<file path="src/rtl/disp_timing_pkg.sv">
// Shared timing constants, phase encoding and total-count helper for the
// display timing generator.
package disp_timing_pkg;

    localparam int CNT_W     = 11;
    localparam int MAX_TOTAL = 2048;

    // 640x480@60 defaults
    localparam int DEF_H_ACTIVE = 640;
    localparam int DEF_H_FP     = 16;
    localparam int DEF_H_SYNC   = 96;
    localparam int DEF_H_BP     = 48;
    localparam int DEF_V_ACTIVE = 480;
    localparam int DEF_V_FP     = 10;
    localparam int DEF_V_SYNC   = 2;
    localparam int DEF_V_BP     = 33;
    localparam int DEF_OUT_DLY  = 3;

    typedef enum logic [1:0] {ACT, FP, SYNC, BP} phase_t;

    function automatic int total_count(input int active, input int fp,
                                       input int sync, input int bp);
        return active + fp + sync + bp;
    endfunction

endpackage

</file>
<file path="src/rtl/disp_delay_line.sv">
// Synchronous-reset shift register; DEPTH=0 degenerates to a wire.
module disp_delay_line
    import disp_timing_pkg::*;
#(
    parameter int               WIDTH   = 1,
    parameter int               DEPTH   = 1,
    parameter logic [WIDTH-1:0] RST_VAL = '0
) (
    input  logic             clk,
    input  logic             srst,
    input  logic [WIDTH-1:0] d,
    output logic [WIDTH-1:0] q
);

    generate
        if (DEPTH == 0) begin : g_pass
            assign q = d;
        end else begin : g_shift
            for (genvar gi = 0; gi < DEPTH; gi++) begin : g_stage
                logic [WIDTH-1:0] stage_reg;
                logic [WIDTH-1:0] stage_in;

                if (gi == 0) begin : g_first
                    assign stage_in = d;
                end else begin : g_rest
                    assign stage_in = g_stage[gi-1].stage_reg;
                end

                always_ff @(posedge clk) begin
                    if (srst) begin
                        stage_reg <= RST_VAL;
                    end else begin
                        stage_reg <= stage_in;
                    end
                end
            end
            assign q = g_stage[DEPTH-1].stage_reg;
        end
    endgenerate

endmodule

</file>
<file path="src/rtl/disp_timing_gen.sv">
// Display timing generator: H/V counters with phase FSMs, registered decodes
// for preDE/VBLANK, and sync outputs delayed to line up with the pixel buffer.
module disp_timing_gen
    import disp_timing_pkg::*;
#(
    parameter int H_ACTIVE = DEF_H_ACTIVE,
    parameter int H_FP     = DEF_H_FP,
    parameter int H_SYNC   = DEF_H_SYNC,
    parameter int H_BP     = DEF_H_BP,
    parameter int V_ACTIVE = DEF_V_ACTIVE,
    parameter int V_FP     = DEF_V_FP,
    parameter int V_SYNC   = DEF_V_SYNC,
    parameter int V_BP     = DEF_V_BP,
    parameter bit HS_POL   = 1'b0,
    parameter bit VS_POL   = 1'b0,
    parameter int OUT_DLY  = DEF_OUT_DLY
) (
    input  logic             DCLK,
    input  logic             DRST,
    input  logic             DISPON,
    output logic             DSP_preDE,
    output logic             DSP_HSYNC,
    output logic             DSP_VSYNC,
    output logic             VBLANK,
    output logic             VBLANK_START,
    output logic [CNT_W-1:0] HCNT,
    output logic [CNT_W-1:0] VCNT
);

    localparam int HTOTAL = total_count(H_ACTIVE, H_FP, H_SYNC, H_BP);
    localparam int VTOTAL = total_count(V_ACTIVE, V_FP, V_SYNC, V_BP);

    localparam logic [CNT_W-1:0] H_ACT_END  = CNT_W'(H_ACTIVE - 1);
    localparam logic [CNT_W-1:0] H_FP_END   = CNT_W'(H_ACTIVE + H_FP - 1);
    localparam logic [CNT_W-1:0] H_SYNC_END = CNT_W'(H_ACTIVE + H_FP + H_SYNC - 1);
    localparam logic [CNT_W-1:0] H_LAST     = CNT_W'(HTOTAL - 1);
    localparam logic [CNT_W-1:0] V_ACT_END  = CNT_W'(V_ACTIVE - 1);
    localparam logic [CNT_W-1:0] V_FP_END   = CNT_W'(V_ACTIVE + V_FP - 1);
    localparam logic [CNT_W-1:0] V_SYNC_END = CNT_W'(V_ACTIVE + V_FP + V_SYNC - 1);
    localparam logic [CNT_W-1:0] V_LAST     = CNT_W'(VTOTAL - 1);
    localparam logic [CNT_W-1:0] V_BLANK_1ST = CNT_W'(V_ACTIVE);
    localparam logic [1:0]       SYNC_IDLE  = {~VS_POL, ~HS_POL};

    generate
        if (HTOTAL > MAX_TOTAL || VTOTAL > MAX_TOTAL) begin : g_bad_total
            $error("disp_timing_gen: HTOTAL/VTOTAL exceed counter range");
        end
    endgenerate

    logic [CNT_W-1:0] hcnt_reg, hcnt_next, vcnt_reg, vcnt_next;
    phase_t           h_phase_reg, h_phase_next, v_phase_reg, v_phase_next;
    logic             disp_en_reg, disp_en_next;
    logic             pre_de_reg, vblank_reg, vblank_start_reg;
    logic [1:0]       sync_raw_reg, sync_raw_next, sync_dly;
    logic             h_wrap, v_wrap;

    assign h_wrap = (hcnt_reg == H_LAST);
    assign v_wrap = (vcnt_reg == V_LAST);

    always_comb begin
        hcnt_next    = h_wrap ? '0 : hcnt_reg + 1'b1;
        vcnt_next    = vcnt_reg;
        disp_en_next = disp_en_reg;
        h_phase_next = h_phase_reg;
        v_phase_next = v_phase_reg;

        if (h_wrap) begin
            vcnt_next = v_wrap ? '0 : vcnt_reg + 1'b1;
        end
        // DISPON is only honoured at the frame boundary so frames are never torn.
        if (h_wrap && v_wrap) begin
            disp_en_next = DISPON;
        end

        case (h_phase_reg)
            ACT:  if (hcnt_reg == H_ACT_END)  h_phase_next = FP;
            FP:   if (hcnt_reg == H_FP_END)   h_phase_next = SYNC;
            SYNC: if (hcnt_reg == H_SYNC_END) h_phase_next = BP;
            BP:   if (h_wrap)                 h_phase_next = ACT;
        endcase

        if (h_wrap) begin
            case (v_phase_reg)
                ACT:  if (vcnt_reg == V_ACT_END)  v_phase_next = FP;
                FP:   if (vcnt_reg == V_FP_END)   v_phase_next = SYNC;
                SYNC: if (vcnt_reg == V_SYNC_END) v_phase_next = BP;
                BP:   if (v_wrap)                 v_phase_next = ACT;
            endcase
        end

        sync_raw_next = {(v_phase_reg == SYNC) ? VS_POL : ~VS_POL,
                         (h_phase_reg == SYNC) ? HS_POL : ~HS_POL};
    end

    always_ff @(posedge DCLK) begin
        if (DRST) begin
            hcnt_reg         <= '0;
            vcnt_reg         <= '0;
            h_phase_reg      <= ACT;
            v_phase_reg      <= ACT;
            disp_en_reg      <= 1'b0;
            pre_de_reg       <= 1'b0;
            vblank_reg       <= 1'b0;
            vblank_start_reg <= 1'b0;
            sync_raw_reg     <= SYNC_IDLE;
        end else begin
            hcnt_reg         <= hcnt_next;
            vcnt_reg         <= vcnt_next;
            h_phase_reg      <= h_phase_next;
            v_phase_reg      <= v_phase_next;
            disp_en_reg      <= disp_en_next;
            pre_de_reg       <= disp_en_reg && (h_phase_reg == ACT) && (v_phase_reg == ACT);
            vblank_reg       <= (v_phase_reg != ACT);
            vblank_start_reg <= (hcnt_reg == '0) && (vcnt_reg == V_BLANK_1ST);
            sync_raw_reg     <= sync_raw_next;
        end
    end

    disp_delay_line #(
        .WIDTH  (2),
        .DEPTH  (OUT_DLY),
        .RST_VAL(SYNC_IDLE)
    ) u_sync_dly (
        .clk (DCLK),
        .srst(DRST),
        .d   (sync_raw_reg),
        .q   (sync_dly)
    );

    assign DSP_preDE    = pre_de_reg;
    assign DSP_HSYNC    = sync_dly[0];
    assign DSP_VSYNC    = sync_dly[1];
    assign VBLANK       = vblank_reg;
    assign VBLANK_START = vblank_start_reg;
    assign HCNT         = hcnt_reg;
    assign VCNT         = vcnt_reg;

endmodule
</file>
<file path="config.mk">
export PLATFORM = sky130hd
export DESIGN_NAME = disp_timing_gen
export DESIGN_NICKNAME = d
export VERILOG_FILES = /design/src/rtl/disp_timing_pkg.sv /design/src/rtl/disp_delay_line.sv /design/src/rtl/disp_timing_gen.sv
export SDC_FILE = /design/constraint.sdc
export NUM_CORES = 1
export LEC_CHECK = 0
export ABC_AREA = 1
export CAP_MARGIN = 20
export CORE_MARGIN = 8
export CORE_UTILIZATION = 58
export DETAILED_ROUTE_END_ITERATION = 6
export PLACE_DENSITY = 0.87
export SYNTH_ARGS = -nofsm -noshare
export SYNTH_HDL_FRONTEND = slang
export SYNTH_SLANG_ARGS = --single-unit
</file>
<file path="constraint.sdc">
create_clock -name DCLK -period 4.25 [get_ports DCLK]
set_clock_uncertainty 0.1 [all_clocks]
set_input_delay 1.275 -clock DCLK [delete_from_list [all_inputs] [get_ports DCLK]]
set_output_delay 1.275 -clock DCLK [all_outputs]
set_load 0.05 [all_outputs]
</file>
==> summary.md, run 1 <==
| Metric | Value |
|---|---|
| Outcome | completed |
| GRT overflow | 0 |
| Setup Total Neg Slack | 0 ns |
| Highest metal layer with signal wires | met4 |
| Largest net degree at the start of global routing | 13 |
| Number of global-route vias before repair | about 1.8k |
| Post-CTS setup repair buffer count | 0 |
| Slowest library cell on the worst path | clkdlybuf4s50_1 |
| Pwr dens | roughly 250 mW/mm2 |
| Post-layout min period | approximately 3.1 ns |
| Synthesized netlist net count | between 200 and 300 |
| IO Pins | 30 |
| Buffering stage count on the worst path with inverters included | 1 |
| Part of the Yosys area used for sequential elements | a little under two fifths |
| Met3 wire length | 233 um |
| Count of inserted antenna diode cells | 0 |
| Synthesis-stage register bit count | 38 |
| Headroom to the max-slew limit | between 60% and 70% |
| Number of endpoints with negative hold slack in the final report | 0 |
| Overall die width | roughly 75 um |
| Number of warnings reported in the yosys synthesis log | 0 |
| Synth async-reset ratio | 0% |
| Gate family responsible for the most delay along the worst path | buffers and inverters |
| Hold-fix buffers, CTS | 0 |
| Height of the chip | around 75 um |
| Total power after layout | about 0.59 mW |
| H-tree level count | 2 |
| Number of clock sinks | 38 |
| Total iterations of the first detailed-routing run | 5 |
| Number of rows created at floorplan | 21 |
| Number of endpoints failing setup at the final stage | 0 |
| Number of library cell types mapped by synthesis | 29 |
| Post-route antenna net violation count | 0 |
| Cell area after technology mapping | 0.00203 mm2 |
| Global-route wire length before repair | between 7000 and 8000 um |
| Type of the most critical hold path | reg -> reg |
| Inserted Clock Buffers | 5 |
| Number of antenna violations at the first check in global routing | 0 |
| Maximum net fanout on the critical path | 9 |
| Category of the worst setup path capture point | output port |
| Highest Clock Rate | around 320 MHz |
| Unrepaired setup endpoints after global routing | false |
| Largest stage delay on the critical path | approximately 0.87 ns |
| Core Box Area | 0.00334 mm2 |
| Worst-skew pair later-pin latency | between 0.3 and 0.4 ns |
| Category of the critical setup timing path | reg -> out |
| Number of nets in the final layout | 330 |
| Worst-path clk slew | around 0.12 ns |
| WP data arrival | between 1.5 and 2 ns |
| Count of flip-flops with a built-in enable after synthesis | 0 |
| Global routing usage summed across all routing layers | between 10% and 20% |
| Mapped Avg Cell Area | ~7.2 um2 |
| Wire per inst | roughly 12 um |
| Cts repair resizes | 0 |
| Gate count of the mapped netlist | 280 |
| Routability congestion estimate | 0.888 |
| Share of the cycle needed by the critical path after routing | ~73% |
| Proportion of layout cells with a drive suffix above 1 | 13.1% |
| Initial core utilization | 60.7% |
| LEAKAGE | 0.950 nW |
| Length of routed met2 wiring | 2120 um |
| TritonCTS clock tree | built |
| Nature of the critical path startpoint | register |
| Floorplan die area | between 0.005 and 0.006 mm2 |
| Number of design rule violations left after detail routing | 0 |
| Critical path cell sequence | clkdlybuf4s50_1 |
| Met1 WL | between 1500 and 2000 um |
| Root Buffer | clkbuf_4 |
| Maximum VDD drop | a little over 200 uV |
| Initial detailed-routing violation count | about 120 |
| DRT Wirelength | 4270 um |
| Leading register cell type out of synthesis | dfxtp_1 |
| Area growth from synthesis to layout | 19.2% |
| Critical path required time | roughly 2.9 ns |
| Vias per std cell | roughly 5.0 |
| Routed vias | 1805 |
| Transition time at the pin with the least slew margin | about 0.5 ns |
| # port buffers | 29 |
| Final HPWL from detailed placement | 3340 um |
| Final-report max-slew violation count | 0 |
| Maximum root-to-sink buffer count | 2 |
| Max_cap viols | 0 |
## Yosys cell counts, types with 2 or more instances
cell,number,area share [%]
nor3_1,4,0.99
or2_2,7,2.2
nand3_1,15,3.7
inv_1,38,7.0
nor2_2,8,2.5
nor3_4,2,1.6
nor3b_1,2,0.74
o21ai_0,5,1.2
xnor2_1,2,0.86
dfxtp_1,38,38
nand2_2,7,2.2
nor2_1,45,8.3
nor2_4,2,1.1
xor2_1,3,1.3
a21oi_1,11,2.7
nand4_1,8,2.5
inv_2,4,0.74
ha_1,14,8.6
nand2_1,55,10
## final timing paths
path                                                                 start                                         end  slack, ns  cells past startpoint
worst max-delay path                                               HCNT[5]                                     HCNT[5]       1.13                      1
worst min-delay path            u_sync_dly.g_shift.g_stage[0].stage_reg[0]  u_sync_dly.g_shift.g_stage[1].stage_reg[0]       0.32                      1
worst max register to register                                     HCNT[0]                                     VCNT[1]       2.46                      6
worst min register to register  u_sync_dly.g_shift.g_stage[0].stage_reg[0]  u_sync_dly.g_shift.g_stage[1].stage_reg[0]       0.32                      1
## cell type report
class                      count  area (um2)
fill                         279         921
inverter                      43         161
multi-input combinational    196        1080
timing repair buffer          29         290
tap                           46        57.6
sequential                    38         761
clock buffer                   6        51.3
clock inverter                 2        12.5
## stage by stage
step | hold WS (ns) | cells | util (%) | instance area (um2) | setup slack, ns
2_1_floorplan | 0.289 | 280 | - | 2030 | 2.15
3_3_place_gp | 0.293 | 352 | 70.5 | 2350 | 1.23
3_5_place_dp | 0.293 | 352 | 70.5 | 2350 | 1.20
4_1_cts | 0.321 | 360 | 72.4 | 2420 | 1.13
5_1_grt | 0.342 | 360 | 72.4 | 2420 | 1.06
6_report | 0.320 | 360 | 72.4 | 2420 | 1.13
## cells by family after synthesis
family                     after synthesis  synth area share, %
and+or+nand+nor                        160                 38.4
buffers and inverters                   46                 9.07
DFF                                     38                 37.5
AOI/OAI and AO/OA                       17                 4.20
adders and majority gates               14                 8.64
xor gates and xnor gates                 5                 2.16
## layout by cell type, fill, tap and decap left out, drive strengths merged, types with 7 or more instances in the layout
cell type and instances:
nand4 8, a21oi 11, nand3 17, nor3 7, inv 42, nor2 55, ha 14, dfxtp 38
clkdlybuf4s50 29, nand2 62, or2 8
## layer usage
layer,up-vias,GRT usage (%)
met5,-,0
met4,0,6.09
met3,9,4.79
met2,43,31.4
met1,816,16.9
li1,937,-
## worst register-to-register path, cell delays in order, from the launching register on
cell and delay, ns:
dfxtp_1 0.43, ha_1 0.26, nand3_4 0.15, inv_1 0.12, nand2_2 0.14, nand2_1 0.36, o21ai_0 0.13
## where the power goes
group          leakage (nW)  switching (mW)  internal (mW)
clock network        0.0343           0.120         0.0796
registers             0.307         0.00378          0.358
logic                 0.609          0.0198         0.0103
No activity file was read; power rests on OpenSTA's default activity.
==> run 2, diff against run 1 <==
--- a/config.mk
+++ b/config.mk
@@ -8,9 +8,9 @@
 export ABC_AREA = 1
 export CAP_MARGIN = 20
 export CORE_MARGIN = 8
-export CORE_UTILIZATION = 58
+export CORE_UTILIZATION = 48
 export DETAILED_ROUTE_END_ITERATION = 6
-export PLACE_DENSITY = 0.87
+export PLACE_DENSITY = 0.77
 export SYNTH_ARGS = -nofsm -noshare
 export SYNTH_HDL_FRONTEND = slang
 export SYNTH_SLANG_ARGS = --single-unit
==> constraint.sdc (replaced) <==
create_clock -name DCLK -period 2.8 [get_ports DCLK]
set_clock_uncertainty 0.1 [all_clocks]
set_input_delay 0.84 -clock DCLK [delete_from_list [all_inputs] [get_ports DCLK]]
set_output_delay 0.84 -clock DCLK [all_outputs]
set_load 0.05 [all_outputs]
==> run 2 against run 1 <==
Power up 95%. Setup slack got worse by 0.93 ns. Sequential share of layout area is 1.2 points lower. Highest routed layer unchanged.
==> summary.md, run 2 (synthesis gave the netlist of run 1 again) <==
| Metric | Value |
|---|---|
| Number of endpoints with negative hold slack in the final report | 0 (unchanged) |
| Largest net degree at the start of global routing | 14 (was 13) |
| Number of nets in the final layout | 332 (was 330) |
| Unrepaired setup endpoints after global routing | false (unchanged) |
| Floorplan die area | 0.00656 mm2 (was 0.00564 mm2) |
| Filler Cell Count | 385 (was 279) |
| Gate family responsible for the most delay along the worst path | buffers and inverters (unchanged) |
| Most common cell after layout, fill and taps aside | nand2_1 (unchanged) |
| TritonCTS clock tree | built (unchanged) |
| Worst-skew pair later-pin latency | 0.29 ns (was 0.34 ns) |
| WP data arrival | 1.66 ns (was 1.74 ns) |
| Worst-path clk slew | 0.08 ns (was 0.12 ns) |
| Global routing usage summed across all routing layers | 13.8% (was 16.7%) |
| Highest-count cells in the layout ignoring fill and taps | nand2_1 (55), nor2_1 (45), dfxtp_1 (38), inv_1 (38), clkdlybuf4s50_1 (29) (unchanged) |
| LEAKAGE | 0.994 nW (was 0.950 nW) |
| Post-route antenna net violation count | 0 (unchanged) |
| Vias per std cell | 4.83 (was 5.01) |
| Pwr dens | 459 mW/mm2 (was 245 mW/mm2) |
| Wire per inst | 11.3 um (was 11.9 um) |
| Initial core utilization | 50.3% (was 60.7%) |
| Largest stage delay on the critical path | 0.87 ns (about the same) |
| Category of the critical setup timing path | reg -> out (unchanged) |
| Total iterations of the first detailed-routing run | 4 (was 5) |
| Maximum root-to-sink buffer count | 2 (unchanged) |
| Number of design rule violations left after detail routing | 0 (unchanged) |
| Proportion of layout cells with a drive suffix above 1 | 13.6% (was 13.1%) |
| Slowest library cell on the worst path | clkdlybuf4s50_1 (unchanged) |
| H-tree level count | 2 (unchanged) |
| Total placed cells including tap cells | 358 (was 352) |
| Number of endpoints failing setup at the final stage | 0 (unchanged) |
| Cts repair resizes | 0 (unchanged) |
| Maximum net fanout on the critical path | 9 (unchanged) |
| Number of rows created at floorplan | 23 (was 21) |
| Category of the worst setup path capture point | output port (unchanged) |
| Hold-fix buffers, CTS | 0 (unchanged) |
| Highest Clock Rate | 385 MHz |
| Root Buffer | clkbuf_8 (was clkbuf_4) |
| Critical path required time | 1.86 ns (was 2.87 ns) |
| Transition time at the pin with the least slew margin | 0.507 ns (was 0.511 ns) |
| Number of global-route vias before repair | 1752 (was 1774) |
| Final HPWL from detailed placement | 3200 um (was 3340 um) |
| Area growth from synthesis to layout | 23.8% (was 19.2%) |
| Buffering stage count on the worst path with inverters included | 1 (unchanged) |
| Nature of the critical path startpoint | register (unchanged) |
| IO Pins | 30 (unchanged) |
| Critical path cell sequence | clkdlybuf4s50_1 (unchanged) |
| Height of the chip | 81.0 um (was 75.1 um) |
| Global-route wire length before repair | 7360 um (was 7390 um) |
| Post-route insts no fill | 366 (was 360) |
| Number of antenna violations at the first check in global routing | 0 (unchanged) |
| Overall die width | 81.0 um (was 75.1 um) |
| Inserted Clock Buffers | 5 (unchanged) |
| Routed vias | 1768 (was 1805) |
| Final-report max-slew violation count | 0 (unchanged) |
| Initial detailed-routing violation count | 64 (was 118) |
| Type of the most critical hold path | reg -> reg (unchanged) |
| Share of the cycle needed by the critical path after routing | ~90% |
| GRT overflow | 0 (unchanged) |
| Headroom to the max-slew limit | 66.1% (was 65.8%) |
| Maximum VDD drop | 356 uV (was 203 uV) |
| Setup Total Neg Slack | 0 ns (unchanged) |
| Outcome | completed (unchanged) |
| Final setup margin | 0.202 ns (was 1.13 ns) |
| DRT Wirelength | 4140 um (was 4270 um) |
| Count of inserted antenna diode cells | 0 (unchanged) |
| # port buffers | 29 (unchanged) |
| Routability congestion estimate | 0.870 (was 0.888) |
| Core Box Area | 0.00403 mm2 (was 0.00334 mm2) |
| Post-layout min period | 2.60 ns |
| Max_cap viols | 0 (unchanged) |
| Post-CTS setup repair buffer count | 0 (unchanged) |
| Number of clock sinks | 38 (unchanged) |
| Minimum setup slack after placement | 0.518 ns (was 1.20 ns) |
==> run 2: changes by cell type in the layout (fill, tap and decap cells not counted) <==
| cell | change |
|---|---|
| clkbuf_4 | -5 |
| clkbuf_8 | +4 |
| buf_4 | +2 |
| bufinv_16 | +2 |
| clkinv_2 | -1 |
| clkinv_4 | +1 |
| clkinvlp_4 | -1 |
==> run 2: metal layers <==
metal  GRT usage [%]  routed length, um  up-vias
met4            5.36                 51        0
met2            23.8               1970       34
met3            3.53                218        6
met5               0                  0        -
met1            16.1               1910      792
li1                -                  -      936
==> run 2: cell type report <==
class	instances	area, um2	share of cell area, %
inverter	43	161	6.43
sequential	38	761	30.3
tap	50	62.6	2.49
clock buffer	5	68.8	2.74
clock inverter	3	68.8	2.74
multi-input combinational	196	1080	43.1
timing repair buffer	31	305	12.2
==> run 2: worst paths after layout <==
path / from / endpoint / slack, ns / depth (start not counted)
worst max register to register: HCNT[0] / VCNT[1] / 0.97 / 6
worst max-delay path: HCNT[5] / HCNT[5] / 0.20 / 1
worst min-delay path: u_sync_dly.g_shift.g_stage[1].stage_reg[0] / u_sync_dly.q[0] / 0.32 / 1
worst min register to register: u_sync_dly.g_shift.g_stage[1].stage_reg[0] / u_sync_dly.q[0] / 0.32 / 1
==> run 2: power by group <==
| group | switching, mW | internal (mW) |
|---|---|---|
| Sequential | 0.00528 | 0.544 |
| Clock | 0.199 | 0.357 |
| Combinational | 0.0310 | 0.0173 |
==> run 2: per-stage QoR <==
step / total power [mW] / area (um2) / utilization [%] / hold WS [ns]
floorplan: 0.593 / 2030 / - / 0.289
global placement: 0.610 / 2370 / 58.9 / 0.291
detailed placement: 0.610 / 2370 / 58.9 / 0.298
CTS: 1.17 / 2510 / 62.3 / 0.319
global route: 1.20 / 2510 / 62.3 / 0.321
finish: 1.15 / 2510 / 62.3 / 0.317
